===== src/rtl/sccb_master.sv =====
// SCCB master: turns one register write/read request into SIOC/SIOD waveforms.
// Optional SCCB_ACK_CHECK_EN samples the don't-care bits and flags a 1 on o_nack.
`timescale 1ns/1ps
module sccb_master #(
    parameter int CLK_FREQ  = 100_000_000,
    parameter int SIOC_FREQ = 100_000
) (
    input  logic       i_clk,
    input  logic       i_rst,
    input  logic       i_start,
    input  logic       i_rw,
    input  logic [6:0] i_id,
    input  logic [7:0] i_sub_addr,
    input  logic [7:0] i_wr_data,
    output logic [7:0] o_rd_data,
    output logic       o_busy,
    output logic       o_done,
    output logic       o_nack,
    output logic       o_sioc,
    output logic       o_siod_out,
    output logic       o_siod_oe,
    input  logic       i_siod_in
);
    localparam int QTR = CLK_FREQ / (SIOC_FREQ * 4);
    localparam int QW  = (QTR > 1) ? $clog2(QTR) : 1;

    typedef enum logic [2:0] {S_IDLE, S_START, S_BYTE, S_XBIT, S_STOP, S_GAP} state_t;

    state_t        state_q, state_d;
    logic [QW-1:0] qcnt_q, qcnt_d;
    logic [1:0]    qtr_q, qtr_d;
    logic [2:0]    bit_q, bit_d;
    logic [1:0]    byte_q, byte_d;
    logic          ph2_q, ph2_d;
    logic          rw_q, rw_d;
    logic [6:0]    id_q, id_d;
    logic [7:0]    sub_q, sub_d;
    logic [7:0]    wd_q, wd_d;
    logic [7:0]    shift_q, shift_d;
    logic [7:0]    rd_data_q, rd_data_d;
    logic          done_q, done_d;

    logic       tick, slot_end, sample, rd_byte, last_byte;
    logic [7:0] cur_byte;

`ifdef SCCB_ACK_CHECK_EN
    logic nack_q, nack_d;
`endif

    always_comb begin
        tick      = (qcnt_q == QW'(QTR - 1));
        slot_end  = tick && (qtr_q == 2'd3);
        sample    = (qcnt_q == '0) && (qtr_q == 2'd2);
        // byte 1 of the second read phase is the one the slave drives
        rd_byte   = ph2_q && (byte_q == 2'd1);
        last_byte = rw_q ? (byte_q == 2'd1) : (byte_q == 2'd2);
        case (byte_q)
            2'd0:    cur_byte = {id_q, ph2_q};
            2'd1:    cur_byte = sub_q;
            default: cur_byte = wd_q;
        endcase
    end

    always_comb begin
        state_d   = state_q;
        qcnt_d    = tick ? '0 : qcnt_q + 1'b1;
        qtr_d     = tick ? qtr_q + 2'd1 : qtr_q;
        bit_d     = bit_q;
        byte_d    = byte_q;
        ph2_d     = ph2_q;
        rw_d      = rw_q;
        id_d      = id_q;
        sub_d     = sub_q;
        wd_d      = wd_q;
        shift_d   = shift_q;
        rd_data_d = rd_data_q;
        done_d    = 1'b0;
`ifdef SCCB_ACK_CHECK_EN
        nack_d    = nack_q;
`endif
        case (state_q)
            S_IDLE: begin
                qcnt_d = '0;
                qtr_d  = 2'd0;
                if (i_start) begin
                    state_d = S_START;
                    byte_d  = 2'd0;
                    ph2_d   = 1'b0;
                    rw_d    = i_rw;
                    id_d    = i_id;
                    sub_d   = i_sub_addr;
                    wd_d    = i_wr_data;
`ifdef SCCB_ACK_CHECK_EN
                    nack_d  = 1'b0;
`endif
                end
            end
            S_START: begin
                if (slot_end) begin
                    state_d = S_BYTE;
                    bit_d   = 3'd7;
                end
            end
            S_BYTE: begin
                if (sample && rd_byte) shift_d = {shift_q[6:0], i_siod_in};
                if (slot_end) begin
                    if (bit_q == 3'd0) state_d = S_XBIT;
                    else               bit_d   = bit_q - 3'd1;
                end
            end
            S_XBIT: begin
`ifdef SCCB_ACK_CHECK_EN
                if (sample && !rd_byte && i_siod_in) nack_d = 1'b1;
`endif
                if (slot_end) begin
                    if (last_byte) begin
                        state_d = S_STOP;
                    end else begin
                        state_d = S_BYTE;
                        byte_d  = byte_q + 2'd1;
                        bit_d   = 3'd7;
                    end
                end
            end
            S_STOP: begin
                if (slot_end) begin
                    if (rw_q && !ph2_q) begin
                        state_d = S_GAP;
                    end else begin
                        state_d = S_IDLE;
                        done_d  = 1'b1;
                        if (rw_q) rd_data_d = shift_q;
                    end
                end
            end
            S_GAP: begin
                if (slot_end) begin
                    state_d = S_START;
                    ph2_d   = 1'b1;
                    byte_d  = 2'd0;
                end
            end
            default: state_d = S_IDLE;
        endcase
    end

    always_ff @(posedge i_clk or negedge i_rst) begin
        if (!i_rst) begin
            state_q   <= S_IDLE;
            qcnt_q    <= '0;
            qtr_q     <= 2'd0;
            bit_q     <= 3'd7;
            byte_q    <= 2'd0;
            ph2_q     <= 1'b0;
            rw_q      <= 1'b0;
            id_q      <= 7'd0;
            sub_q     <= 8'd0;
            wd_q      <= 8'd0;
            shift_q   <= 8'd0;
            rd_data_q <= 8'd0;
            done_q    <= 1'b0;
        end else begin
            state_q   <= state_d;
            qcnt_q    <= qcnt_d;
            qtr_q     <= qtr_d;
            bit_q     <= bit_d;
            byte_q    <= byte_d;
            ph2_q     <= ph2_d;
            rw_q      <= rw_d;
            id_q      <= id_d;
            sub_q     <= sub_d;
            wd_q      <= wd_d;
            shift_q   <= shift_d;
            rd_data_q <= rd_data_d;
            done_q    <= done_d;
        end
    end

`ifdef SCCB_ACK_CHECK_EN
    always_ff @(posedge i_clk or negedge i_rst) begin
        if (!i_rst) nack_q <= 1'b0;
        else        nack_q <= nack_d;
    end
    assign o_nack = nack_q;
`else
    assign o_nack = 1'b0;
`endif

    // Bus pins decode straight from state so reset idles them without waiting for a clock
    always_comb begin
        o_sioc     = 1'b1;
        o_siod_out = 1'b1;
        o_siod_oe  = 1'b1;
        case (state_q)
            S_START: o_siod_out = (qtr_q < 2'd2);
            S_BYTE: begin
                o_sioc     = qtr_q[1];
                o_siod_out = cur_byte[bit_q];
                o_siod_oe  = !rd_byte;
            end
            S_XBIT: begin
                o_sioc    = qtr_q[1];
                o_siod_oe = rd_byte;
            end
            S_STOP: begin
                o_sioc     = (qtr_q != 2'd0);
                o_siod_out = qtr_q[1];
            end
            default: ;
        endcase
    end

    assign o_busy    = (state_q != S_IDLE);
    assign o_done    = done_q;
    assign o_rd_data = rd_data_q;
endmodule


===== config.mk =====
export PLATFORM = sky130hd
export DESIGN_NAME = sccb_master
export DESIGN_NICKNAME = d
export VERILOG_FILES = /design/src/rtl/sccb_master.sv
export SDC_FILE = /design/constraint.sdc
export NUM_CORES = 1
export LEC_CHECK = 0
export CAP_MARGIN = 10
export CELL_PAD_IN_SITES_DETAIL_PLACEMENT = 0
export CELL_PAD_IN_SITES_GLOBAL_PLACEMENT = 1
export CORE_MARGIN = 2
export CORE_UTILIZATION = 39
export DETAILED_ROUTE_END_ITERATION = 6
export PLACE_DENSITY_LB_ADDON = 0.3
export SLEW_MARGIN = 5
export SYNTH_ARGS = -nofsm -noshare
export SYNTH_HDL_FRONTEND = slang
export SYNTH_SLANG_ARGS = --single-unit

===== constraint.sdc =====
create_clock -name i_clk -period 2 [get_ports i_clk]
set_input_delay 0.4 -clock i_clk [delete_from_list [all_inputs] [get_ports i_clk]]
set_output_delay 0.4 -clock i_clk [all_outputs]
set_load 0.02 [all_outputs]

Yosys cells after proc, flatten, opt, wreduce, memory -nomap -nowiden
Index checks and enable logic that the tools add are counted.
{ "word_totals": {"regBits": 60, "in_bits": 28} }
{ "op_classes": {"n_mux": 38, "addsub": 4, "n_bitwise": 1, "eq_ne": 19, "reduce_logical": 25, "magnitude_cmp": 2} }
{ "ops": {"columns": ["op", "count"], "rows": [
  ["$mux W3", 14],
  ["$ne A2 B2 Y1 const B", 9],
  ["$pmux W3 S6", 1],
  ["$mux W8", 2],
  ["$pmux W8 S2", 1],
  ["$mux W2", 6],
  ["$pmux W3 S3", 1],
  ["$reduce_bool A3 Y1", 3],
  ["$add A8 B1 Y8 const B", 1],
  ["$eq A8 B8 Y1 const B", 1],
  ["$logic_not A8 Y1", 1],
  ["$mux W1", 7],
  ["$reduce_and A7 Y1", 1],
  ["$eq A2 B2 Y1 const B", 3],
  ["$eq A3 B2 Y1 const B", 2],
  ["$eq A3 B3 Y1 const B", 2],
  ["$logic_not A3 Y1", 2],
  ["$pmux W1 S2", 3],
  ["$pmux W2 S3", 1],
  ["$reduce_and A6 Y1", 1],
  ["$reduce_bool A2 Y1", 3],
  ["$logic_and A1 B1 Y1", 5],
  ["$reduce_and A5 Y1", 1],
  ["$add A2 B1 Y2 const B", 2],
  ["14 further kinds", 16]
]} }

Logic depth before layout (Yosys ltp)
Gate-level depths: netlist of run 1.
{ "logic_depth": {"ltp_word": 5, "mapped_depth": 9, "mapped_depth_nobuf": 8} }

Worst setup path before layout of run 1
OpenSTA, ideal clock, no wires.
{ "synth_path": {"path_kind": "flip-flop to output port", "start": "register byte_q[0]", "end": "output o_siod_out", "stages_incl_launch_ff": 10, "t_required_ns": 1.600, "path_slack_ns": -0.253, "path_buffers": 1, "arrival_ns": 1.853, "path_cell_list": "dfrtp_1 -> inv_1 -> ha_1 -> clkbuf_1 -> nor2_1 -> a211oi_1 -> a31oi_1 -> o22ai_1 -> nor3_1 -> o22a_1"} }
{ "synth_between": {"elab_chain_cells": 5} }
{ "synth_rtl": {"columns": ["element", "line", "text"], "rows": [
  ["from (decl)", "33", "logic [1:0] byte_q, byte_d;"],
  ["from (signal assigned)", "167", "byte_q <= byte_d;"],
  ["$eq A2 B1 Y1 / $logic_not A2 Y1 (equally long branches)", "57", "case (byte_q)"],
  ["$pmux W8 S2 (*)", "57", null],
  ["$bmux W1 S3 (*)", "198", "o_siod_out = cur_byte[bit_q];"],
  ["$mux W1 (not written as such) (*)", "198", null],
  ["$pmux W1 S3 (*)", "194", "case (state_q)"],
  ["to (decl)", "20", "output logic o_siod_out,"]
]} }
Every way passes the cells marked *; elsewhere a longest branch is shown, timed or not. The select of a mux whose other input is x is not followed.

Final worst setup path of run 1
Same ends and word-level chain as after synthesis.

==> impl_metrics.env, run 1 <==
export IMPL_clock_path_buffers=2
export IMPL_reg2reg_depth=6
export IMPL_worstHoldPathType="input port to async pin"
export IMPL_initial_core_util_pct=40.6
export IMPL_insertion_delay_ps=340
export IMPL_grt_overflow_total=0
export IMPL_seq_area_frac_synth_pct=50.8
export IMPL_drc=0
export IMPL_r2r_slack_ps=-20
export IMPL_async_flop_share_pct=100
export IMPL_clkTransAtPathRegs_ps=70
export IMPL_syn_area_um2=2960
export IMPL_critPathLaunchType="flop"
export IMPL_status="finished with violations"
export IMPL_synth_cell_types=44
export IMPL_postCtsHoldBufs=0
export IMPL_route_vias_total=2179
export IMPL_worstSetupEndpointType="primary output"
export IMPL_timing_final_crit_share_pct=130
export IMPL_hpwl_mm=4.43
export IMPL_syn_inst=261
export IMPL_fin_ws_ps=-592
export IMPL_drt_wirelength_per_cell_um=14.4
export IMPL_antenna_left=0
export IMPL_synth_edf_count=0
export IMPL_io_pin_count=42
export IMPL_finalWeightedCongestion=0.874
export IMPL_antenna_found_initial=0
export IMPL_htreeDepth=3
export IMPL_r2r_start="qcnt_q[1]"
export IMPL_area_growth_pct=39.4
export IMPL_critPathTopFamily="simple AND/OR/NAND/NOR gates"
export IMPL_drt_met1_wl_mm=3.10
export IMPL_syn_nets=300
export IMPL_fin_area_um2=4130
export IMPL_rsz0062_at_grt="yes"
export IMPL_cap_violations=0
export IMPL_grt_pass1_wl_mm=11.2
export IMPL_layout_drive_gt1_share_pct=39.2
export IMPL_slowest_delay_ps=430
export IMPL_grt_use_total_pct=17.3
export IMPL_yosys_warnings=0
export IMPL_setup_viol=10
export IMPL_hold_viol=0
export IMPL_ys_ff_latch=60
export IMPL_tns_ps=-1040
export IMPL_crit_fanout=8
export IMPL_preCtsSetupSlack_ps=-861
export IMPL_fin_hold_ws_ps=50.0
export IMPL_post_route_util_pct=56.6
export IMPL_dpl_cell_area_um2=3760
export IMPL_peakVddDrop_v=0.000747
export IMPL_first_pass_iters=4
export IMPL_rows=31
export IMPL_syn_avg_cell_area_um2=11.4
export IMPL_cts_tree="built"
export IMPL_via_per_inst=4.83
export IMPL_cts_sinks=60
export IMPL_violations="setup timing"
export IMPL_crit_required_ps=1600
export IMPL_critPathArrivalTime_ps=2190
export IMPL_first_iter_violations=51
export IMPL_final_net_count=386
export IMPL_core_um2=7290
export IMPL_maxClockFrequency_mhz=386
export IMPL_p_leak_uw=0.00185
export IMPL_slew_viol_final=0
export IMPL_die_h_um=91.2
export IMPL_reg2reg_to="o_rd_data[5]"
export IMPL_diodes=0
export IMPL_fp_dieW_um=91.2
export IMPL_cts_buffers=9
export IMPL_routed_top_layer="met4"
export IMPL_drt_total_wl_mm=6.48
export IMPL_p_per_area_nw_per_um2=1040
export IMPL_port_buffer_count=40
export IMPL_path_cells="inv_2 > ha_4 > nor2_4 > a211oi_2 > a31oi_1 > nor3_1 > nor3_2 > o22a_1 > buf_6"
export IMPL_dr_wl_met2_mm=3.08
export IMPL_grt_pass1_vias=2258
export IMPL_dieArea_um2=8310
export IMPL_grt_max_degree=61
export IMPL_fillers=658
export IMPL_synth_ff_type="dfrtp_1"
export IMPL_cp_slowest_cell="dfrtp_1"
export IMPL_clockRootBuffer="clkbuf_8"
export IMPL_clock_skew_ps=9.50
export IMPL_min_period_ps=2590
export IMPL_path_class="flop to primary output"
export IMPL_path_buf_inv=2
export IMPL_startpoint="byte_q[0]"
export IMPL_met3_length_um=267
## report_power, final
group	switching, uW	total (uW)	internal, uW
Sequential	234	1770	1540
Combinational	560	1280	717
Clock	530	1240	707
Total	1320	4290	2960
## Yosys cell counts (4+ instances only)
master | n | area share, %
mux2_2 | 33 | 13
a31oi_1 | 5 | 1.1
dfrtp_1 | 57 | 48
nor2_1 | 22 | 2.8
mux2_4 | 8 | 4.1
o21ai_0 | 7 | 1.2
a211oi_1 | 4 | 1.0
nand3_1 | 7 | 1.2
clkbuf_1 | 8 | 1.0
ha_1 | 11 | 4.6
a22o_1 | 4 | 1.2
nand2_1 | 22 | 2.8
xnor2_1 | 5 | 1.5
a22oi_1 | 7 | 1.8
inv_1 | 12 | 1.5
a21oi_1 | 5 | 0.84
nor3_1 | 8 | 1.4
## metal layers
layer  vias to the layer above  track usage [%]
li1                       1091                -
met1                      1049             23.2
met2                        37             26.6
met3                         2             4.90
met4                         0             6.44
met5                         -                0
## worst max-delay path by stage
stage,endpoint,cells after the start
floorplan,o_rd_data[0],8
global placement,o_siod_out,10
detailed placement,o_siod_out,10
CTS,o_siod_out,9
global route,o_siod_out,9
finish,o_siod_out,9
## layout by cell type (no fill, tap or decap), drive strengths merged, types with 7 or more instances in the layout
cell type and instances:
a22oi 7, buf 49, clkbuf 11, clkdlybuf4s50 35
dfrtp 57, ha 11, inv 13, mux2 41
nand2 22, nand3 7, nor2 22, nor3 8
o21ai 7
## through the flow
step | cells | power [uW]
global placement | 428 | 2950
CTS | 448 | 4300
detailed placement | 428 | 2980
global route | 451 | 4560
floorplan | 261 | 2460
finish | 451 | 4290
## worst reg2reg max path, stage by stage, from the launching register on
cell and delay (ps):
dfrtp_1 400, inv_2 80, ha_4 120, nand2_2 50
or4b_4 480, or3_4 440, mux2_4 330
## final cells by class
class	instances	area, um2	share of cell area, %
Inverter	12	45.0	1.09
Clock inverter	7	98.8	2.39
Sequential cell	60	1510	36.5
Tap cell	99	124	3.00
Timing Repair Buffer	87	761	18.4
Clock buffer	9	124	3.00
Multi-Input combinational cell	177	1470	35.6
## kinds of logic (layout without fill, tap and decap cells)
| group | count (synthesis) | after routing | share of synthesized area (%) |
|---|---|---|---|
| muxes | 42 | 42 | 16.9 |
| adders and majority gates | 11 | 11 | 4.65 |
| buffers and inverters | 24 | 115 | 3.46 |
| and+or+nand+nor | 73 | 73 | 11.8 |
| AOI/OAI and AO/OA | 42 | 42 | 9.88 |
| xor gates and xnor gates | 8 | 8 | 2.36 |
| other | 1 | 1 | 0.127 |
| DFF | 60 | 60 | 50.8 |
## flip-flops by register name, summed over array words and instances, names as in the netlist
name,flops
o_rd_data,8
qcnt_q,8
shift_q,8
sub_q,8
wd_q,8
id_q,7
bit_q,3
state_q,3
byte_q,2
qtr_q,2
o_done,1
ph2_q,1
rw_q,1
## timing repair
action                                  in CTS  in global routing
pin swaps                                    6                  9
resized for setup                           27                 15
setup buffers                                5                  3
cloned                                       0                  0
endpoints found under the setup margin      24                 25
(Power assumes the default switching activity.)
==> run 2: changes to the inputs <==
--- a/config.mk
+++ b/config.mk
@@ -5,12 +5,12 @@
 export SDC_FILE = /design/constraint.sdc
 export NUM_CORES = 1
 export LEC_CHECK = 0
-export CAP_MARGIN = 10
 export CELL_PAD_IN_SITES_DETAIL_PLACEMENT = 0
 export CELL_PAD_IN_SITES_GLOBAL_PLACEMENT = 1
 export CORE_MARGIN = 2
-export CORE_UTILIZATION = 39
+export CORE_UTILIZATION = 45
 export DETAILED_ROUTE_END_ITERATION = 6
+export DONT_BUFFER_PORTS = 1
 export PLACE_DENSITY_LB_ADDON = 0.3
 export SLEW_MARGIN = 5
 export SYNTH_ARGS = -nofsm -noshare
==> run 2 against run 1 <==
The flow still finishes with violations (setup timing). Via count shrank 6.0%. Design area fell by 8.2%. Flip-flop and latch count is the same. Clock skew down 1.6 ps. Register-to-register slack about the same. Sequential share of layout area up 3.3 points. Count of clock-buffer cells in the layout stayed put. Core utilization is 3.0 points higher. Die area is 13% lower. Global-route usage is 0.78 points higher. Wire length fell by 7.3%.
==> impl_metrics.env, run 2 (synthesized netlist as in run 1, its figures left out) <==
export IMPL_fin_ws_ps=-509
export IMPL_cp_common_cell="nor3_2"
export IMPL_tns_ps=-785
export IMPL_path_buf_inv=2
export IMPL_dieArea_um2=7250
export IMPL_worstSetupEndpointType="primary output"
export IMPL_grt_max_degree=61
export IMPL_timing_final_crit_share_pct=125
export IMPL_p_leak_uw=0.00174
export IMPL_min_period_ps=2510
export IMPL_maxClockFrequency_mhz=399
export IMPL_first_pass_iters=4
export IMPL_io_pin_count=42
export IMPL_grt_overflow_total=0
export IMPL_path_class="flop to primary output"
export IMPL_cts_buffers=9
export IMPL_first_iter_violations=60
export IMPL_crit_required_ps=1600
export IMPL_clockRootBuffer="clkbuf_8"
export IMPL_clock_skew_ps=7.87
export IMPL_cp_endpoint="o_siod_out"
export IMPL_p_per_area_nw_per_um2=1140
export IMPL_drt_wirelength_per_cell_um=15.5
export IMPL_grt_use_total_pct=18.1
export IMPL_area_growth_pct=27.9
export IMPL_antenna_found_initial=0
export IMPL_status="finished with violations"
export IMPL_cap_violations=0
export IMPL_drt_total_wl_mm=6.01
export IMPL_finalWeightedCongestion=0.835
export IMPL_layout_drive_gt1_share_pct=44.1
export IMPL_worstHoldPathType="input port to flop"
export IMPL_fillers=529
export IMPL_setup_viol=10
export IMPL_cts_tree="built"
export IMPL_route_vias_total=2049
export IMPL_layout_common_cells="55 x dfrtp_1, 38 x buf_4, 33 x mux2_2"
export IMPL_grt_pass1_wl_mm=10.3
export IMPL_rows=29
export IMPL_critPathArrivalTime_ps=2110
export IMPL_diodes=0
export IMPL_final_net_count=345
export IMPL_port_buffer_count=0
export IMPL_htreeDepth=3
export IMPL_critPathLaunchType="flop"
export IMPL_final_common_cell="dfrtp_1"
export IMPL_core_um2=6350
export IMPL_slew_viol_final=0
export IMPL_r2r_start="qcnt_q[1]"
export IMPL_hold_viol=0
export IMPL_cp_slowest_cell="dfrtp_1"
export IMPL_reg2reg_to="o_rd_data[5]"
export IMPL_slowest_delay_ps=430
export IMPL_critPathTopFamily="compound AO/OA/AOI/OAI gates"
export IMPL_cp_depth=9
export IMPL_violations="setup timing"
export IMPL_total_power_uw=4310
export IMPL_path_cells="inv_2 > ha_4 > nor2_4 > buf_4 > a211oi_2 > a31oi_2 > nor3_2 > nor3_2 > o22a_2"
export IMPL_hpwl_mm=4.07
export IMPL_die_h_um=85.1
export IMPL_via_per_inst=5.28
export IMPL_peakVddDrop_v=0.000835
export IMPL_crit_fanout=8
export IMPL_clkTransAtPathRegs_ps=70
export IMPL_reg2reg_depth=6
export IMPL_clock_path_buffers=2
export IMPL_rsz0062_at_grt="yes"
export IMPL_startpoint="byte_q[0]"
export IMPL_grt_pass1_vias=2122
export IMPL_initial_core_util_pct=46.7
export IMPL_post_route_util_pct=59.7
export IMPL_insertion_delay_ps=340
export IMPL_cts_sinks=60
export IMPL_r2r_slack_ps=-30
export IMPL_drc=0
export IMPL_fp_dieW_um=85.1
export IMPL_antenna_left=0
-- run 2: changes by cell type in the layout (fill, tap and decap cells not counted), moves of 2 or more --
cell	previous run	this run
buf_4	44	38
buf_6	1	4
clkbuf_2	2	0
nand2_1	20	18
clkdlybuf4s50_1	35	0
-- run 2: how the worst min path moves through the flow --
stage                             from         end  slack [ps]  depth (start not counted)
after global routing           i_id[4]     id_q[4]         200                          1
final                     i_wr_data[3]     wd_q[3]         210                          1
after global placement           i_rst     id_q[0]         110                          0
after floorplan                  i_rst   byte_q[0]         100                          0
after detailed placement         i_rst     id_q[0]         110                          0
after CTS                    i_siod_in  shift_q[0]         200                          1
-- run 2: through the flow --
| step | instance area, um2 | cells | hold WS (ps) | worst slack (ps) |
|---|---|---|---|---|
| after floorplan | 2970 | 261 | 104 | -149 |
| after global placement | 3250 | 357 | 106 | -314 |
| after detailed placement | 3250 | 357 | 106 | -354 |
| after CTS | 3670 | 381 | 196 | -507 |
| after global routing | 3790 | 388 | 202 | -633 |
| final | 3790 | 388 | 209 | -509 |
-- run 2: routing by layer --
| layer | vias to the layer above | track usage (%) | wire (um) |
|---|---|---|---|
| met2 | 45 | 26.1 | 2630 |
| li1 | 1008 | - | - |
| met1 | 986 | 25.8 | 3010 |
| met3 | 10 | 4.67 | 256 |
| met4 | 0 | 7.65 | 108 |
| met5 | - | 0 | 0 |
-- run 2: final cells by class --
| type | instances | area (um2) | area share, % |
|---|---|---|---|
| sequential | 60 | 1510 | 39.8 |
| timing repair buffer | 46 | 393 | 10.4 |
| multi-input combinational | 177 | 1500 | 39.6 |
| clock inverter | 7 | 124 | 3.27 |
| tap | 77 | 96.3 | 2.54 |
| clock buffer | 9 | 124 | 3.27 |
| inverter | 12 | 45.0 | 1.19 |
-- run 2: where the power goes --
group	internal (uW)	total [uW]	switching, uW
Clock	836	1350	517
Combinational	640	1160	522
Sequential	1540	1800	254
Total	3020	4310	1290
-- run 2: timing repair --
action                                  4_1_cts  5_1_grt
endpoints found under the setup margin       14       16
hold buffers                                  2        0
gates cloned                                  0        0
hold endpoints to repair                     60        0
setup buffers                                 6        7
pin swaps                                     8        6
gates resized for setup                      25       16
==> run 3: changes to the inputs <==
--- a/config.mk
+++ b/config.mk
@@ -11,8 +11,10 @@
 export CORE_UTILIZATION = 45
 export DETAILED_ROUTE_END_ITERATION = 6
 export DONT_BUFFER_PORTS = 1
+export HOLD_SLACK_MARGIN = 0.06
 export PLACE_DENSITY_LB_ADDON = 0.3
 export SLEW_MARGIN = 5
 export SYNTH_ARGS = -nofsm -noshare
 export SYNTH_HDL_FRONTEND = slang
 export SYNTH_SLANG_ARGS = --single-unit
+export TNS_END_PERCENT = 10
==> run 3 against run 2 <==
The flow still finishes with violations (setup timing). Final cell count down 1.8%. Sequential power barely moved. Worst setup slack lost 110 ps. Clock power down 9%. Flip-flop and latch count unchanged. Global-route usage increased by 0.31 points. Count of clock-buffer cells in the layout up 1. Sequential share of layout area rose by 1.0 points. Design area down 2.6%. Wire length rose by 0.88%. Critical path depth is the same. Largest cell class unchanged. Highest routed layer unchanged.
==> impl_metrics.env, run 3 (synthesized netlist as in run 1, its figures left out) <==
export IMPL_fin_area_um2=3690
export IMPL_cts_buffers=9
export IMPL_io_pin_count=42
export IMPL_via_per_inst=5.40
export IMPL_peakVddDrop_v=0.000779
export IMPL_clock_power_share_pct=29.6
export IMPL_clock_path_buffers=2
export IMPL_finalWeightedCongestion=0.788
export IMPL_antenna_found_initial=0
export IMPL_rsz0062_at_grt="yes"
export IMPL_insertion_delay_ps=340
export IMPL_cts_sinks=60
export IMPL_clkTransAtPathRegs_ps=70
export IMPL_tns_ps=-832
export IMPL_worstHoldPathType="input port to flop"
export IMPL_clock_skew_ps=8.24
export IMPL_fin_cells=381
export IMPL_htreeDepth=3
export IMPL_path_class="flop to primary output"
export IMPL_grt_use_total_pct=18.4
export IMPL_first_pass_iters=4
export IMPL_rows=29
export IMPL_drc=0
export IMPL_p_int_uw=2890
export IMPL_area_growth_pct=24.5
export IMPL_fin_ws_ps=-620
export IMPL_fp_dieW_um=85.1
export IMPL_dpl_cell_area_um2=3280
export IMPL_grt_pass1_wl_mm=10.3
export IMPL_critPathLaunchType="flop"
export IMPL_drt_total_wl_mm=6.06
export IMPL_setup_viol=9
export IMPL_antenna_left=0
export IMPL_core_um2=6350
export IMPL_route_vias_total=2059
export IMPL_p_per_area_nw_per_um2=1130
export IMPL_grt_max_degree=61
export IMPL_layout_drive_gt1_share_pct=42.4
export IMPL_grt_overflow_total=0
export IMPL_hold_viol=0
export IMPL_status="finished with violations"
export IMPL_p_seq_share_pct=42.8
export IMPL_layout_common_cells="56 x dfrtp_1, 34 x buf_4, 33 x mux2_2"
export IMPL_critPathArrivalTime_ps=2220
export IMPL_grt_pass1_vias=2072
export IMPL_port_buffer_count=0
export IMPL_violations="setup timing"
export IMPL_timing_final_crit_share_pct=131
export IMPL_dieArea_um2=7250
export IMPL_fillers=549
export IMPL_crit_fanout=8
export IMPL_diodes=0
export IMPL_cts_tree="built"
export IMPL_fin_hold_ws_ps=202
export IMPL_final_common_cell="dfrtp_1"
export IMPL_sw_frac_of_total_pct=30.6
export IMPL_placed_cells=360
export IMPL_first_iter_violations=65
export IMPL_final_net_count=338
export IMPL_combPwrFrac_pct=27.6
export IMPL_p_leak_uw=0.00168
export IMPL_crit_required_ps=1600
export IMPL_worstSetupEndpointType="primary output"
export IMPL_maxClockFrequency_mhz=382
export IMPL_preCtsSetupSlack_ps=-364
export IMPL_initial_core_util_pct=46.7
export IMPL_min_period_ps=2620
export IMPL_die_h_um=85.1
export IMPL_clockRootBuffer="clkbuf_8"
export IMPL_hpwl_mm=4.01
export IMPL_slew_viol_final=0
export IMPL_p_switching_uw=1270
export IMPL_cap_violations=0
export IMPL_drt_wirelength_per_cell_um=15.9
[run 3: cell count changes in the layout (fill, tap and decap cells not counted), moves of 2 or more]
cell | before | now
buf_4 | 38 | 34
a31oi_1 | 4 | 2
a31oi_2 | 1 | 3
buf_6 | 4 | 2
clkinv_4 | 2 | 0
clkinvlp_4 | 1 | 3
nand2_1 | 18 | 20
[run 3: worst paths after layout]
check	endpoint	slack (ps)	cells past startpoint	startpoint
max reg2reg	o_rd_data[1]	-30	6	qcnt_q[1]
min reg2reg	o_rd_data[7]	510	1	shift_q[7]
max	o_siod_out	-620	9	byte_q[0]
max in group asynchronous	bit_q[1]	1090	2	i_rst
min in group asynchronous	id_q[1]	610	2	i_rst
min	id_q[0]	200	1	i_id[0]
[run 3: critical path: stages, from the launching register on]
cell,delay [ps]
dfrtp_1,430
inv_2,80
ha_4,200
nor2_4,230
buf_4,160
a211oi_1,70
a31oi_2,190
nor3_2,60
nor3_2,210
o22a_2,260
[run 3: area by class of cell]
cell class | instances | area, um2 | share of cell area, %
sequential | 60 | 1510 | 40.8
clock inverter | 6 | 87.6 | 2.37
multi-input combinational | 177 | 1480 | 40.1
inverter | 12 | 45.0 | 1.22
clock buffer | 10 | 138 | 3.73
tap | 77 | 96.3 | 2.61
timing repair buffer | 39 | 335 | 9.09
[run 3: routing by layer]
layer,routed length (um),GRT usage [%]
met2,2790,27.2
met1,2920,25.4
met5,0,0
met4,94,7.79
met3,258,5.25
[run 3: repair_timing]
action | CTS | global route
pin swaps | 10 | 8
hold endpoints to repair | 60 | 0
hold buffers | 2 | 0
endpoints found under the setup margin | 16 | 16
setup buffers | 2 | 1
gates resized for setup | 17 | 15
[run 3: metrics by stage]
step	total power, uW	utilization (%)
floorplan	2460	-
global route	4420	58.1
finish	4160	58.1
CTS	4150	57.0
global placement	2820	51.6
detailed placement	2830	51.6
[run 3: power groups by stage]
stage,Combinational (uW),Sequential [uW],Clock (uW)
3_3_place_gp,1020,1800,0
4_1_cts,1110,1780,1260
6_report,1150,1780,1230
5_1_grt,1300,1820,1300
2_1_floorplan,733,1730,0
3_5_place_dp,1040,1800,0
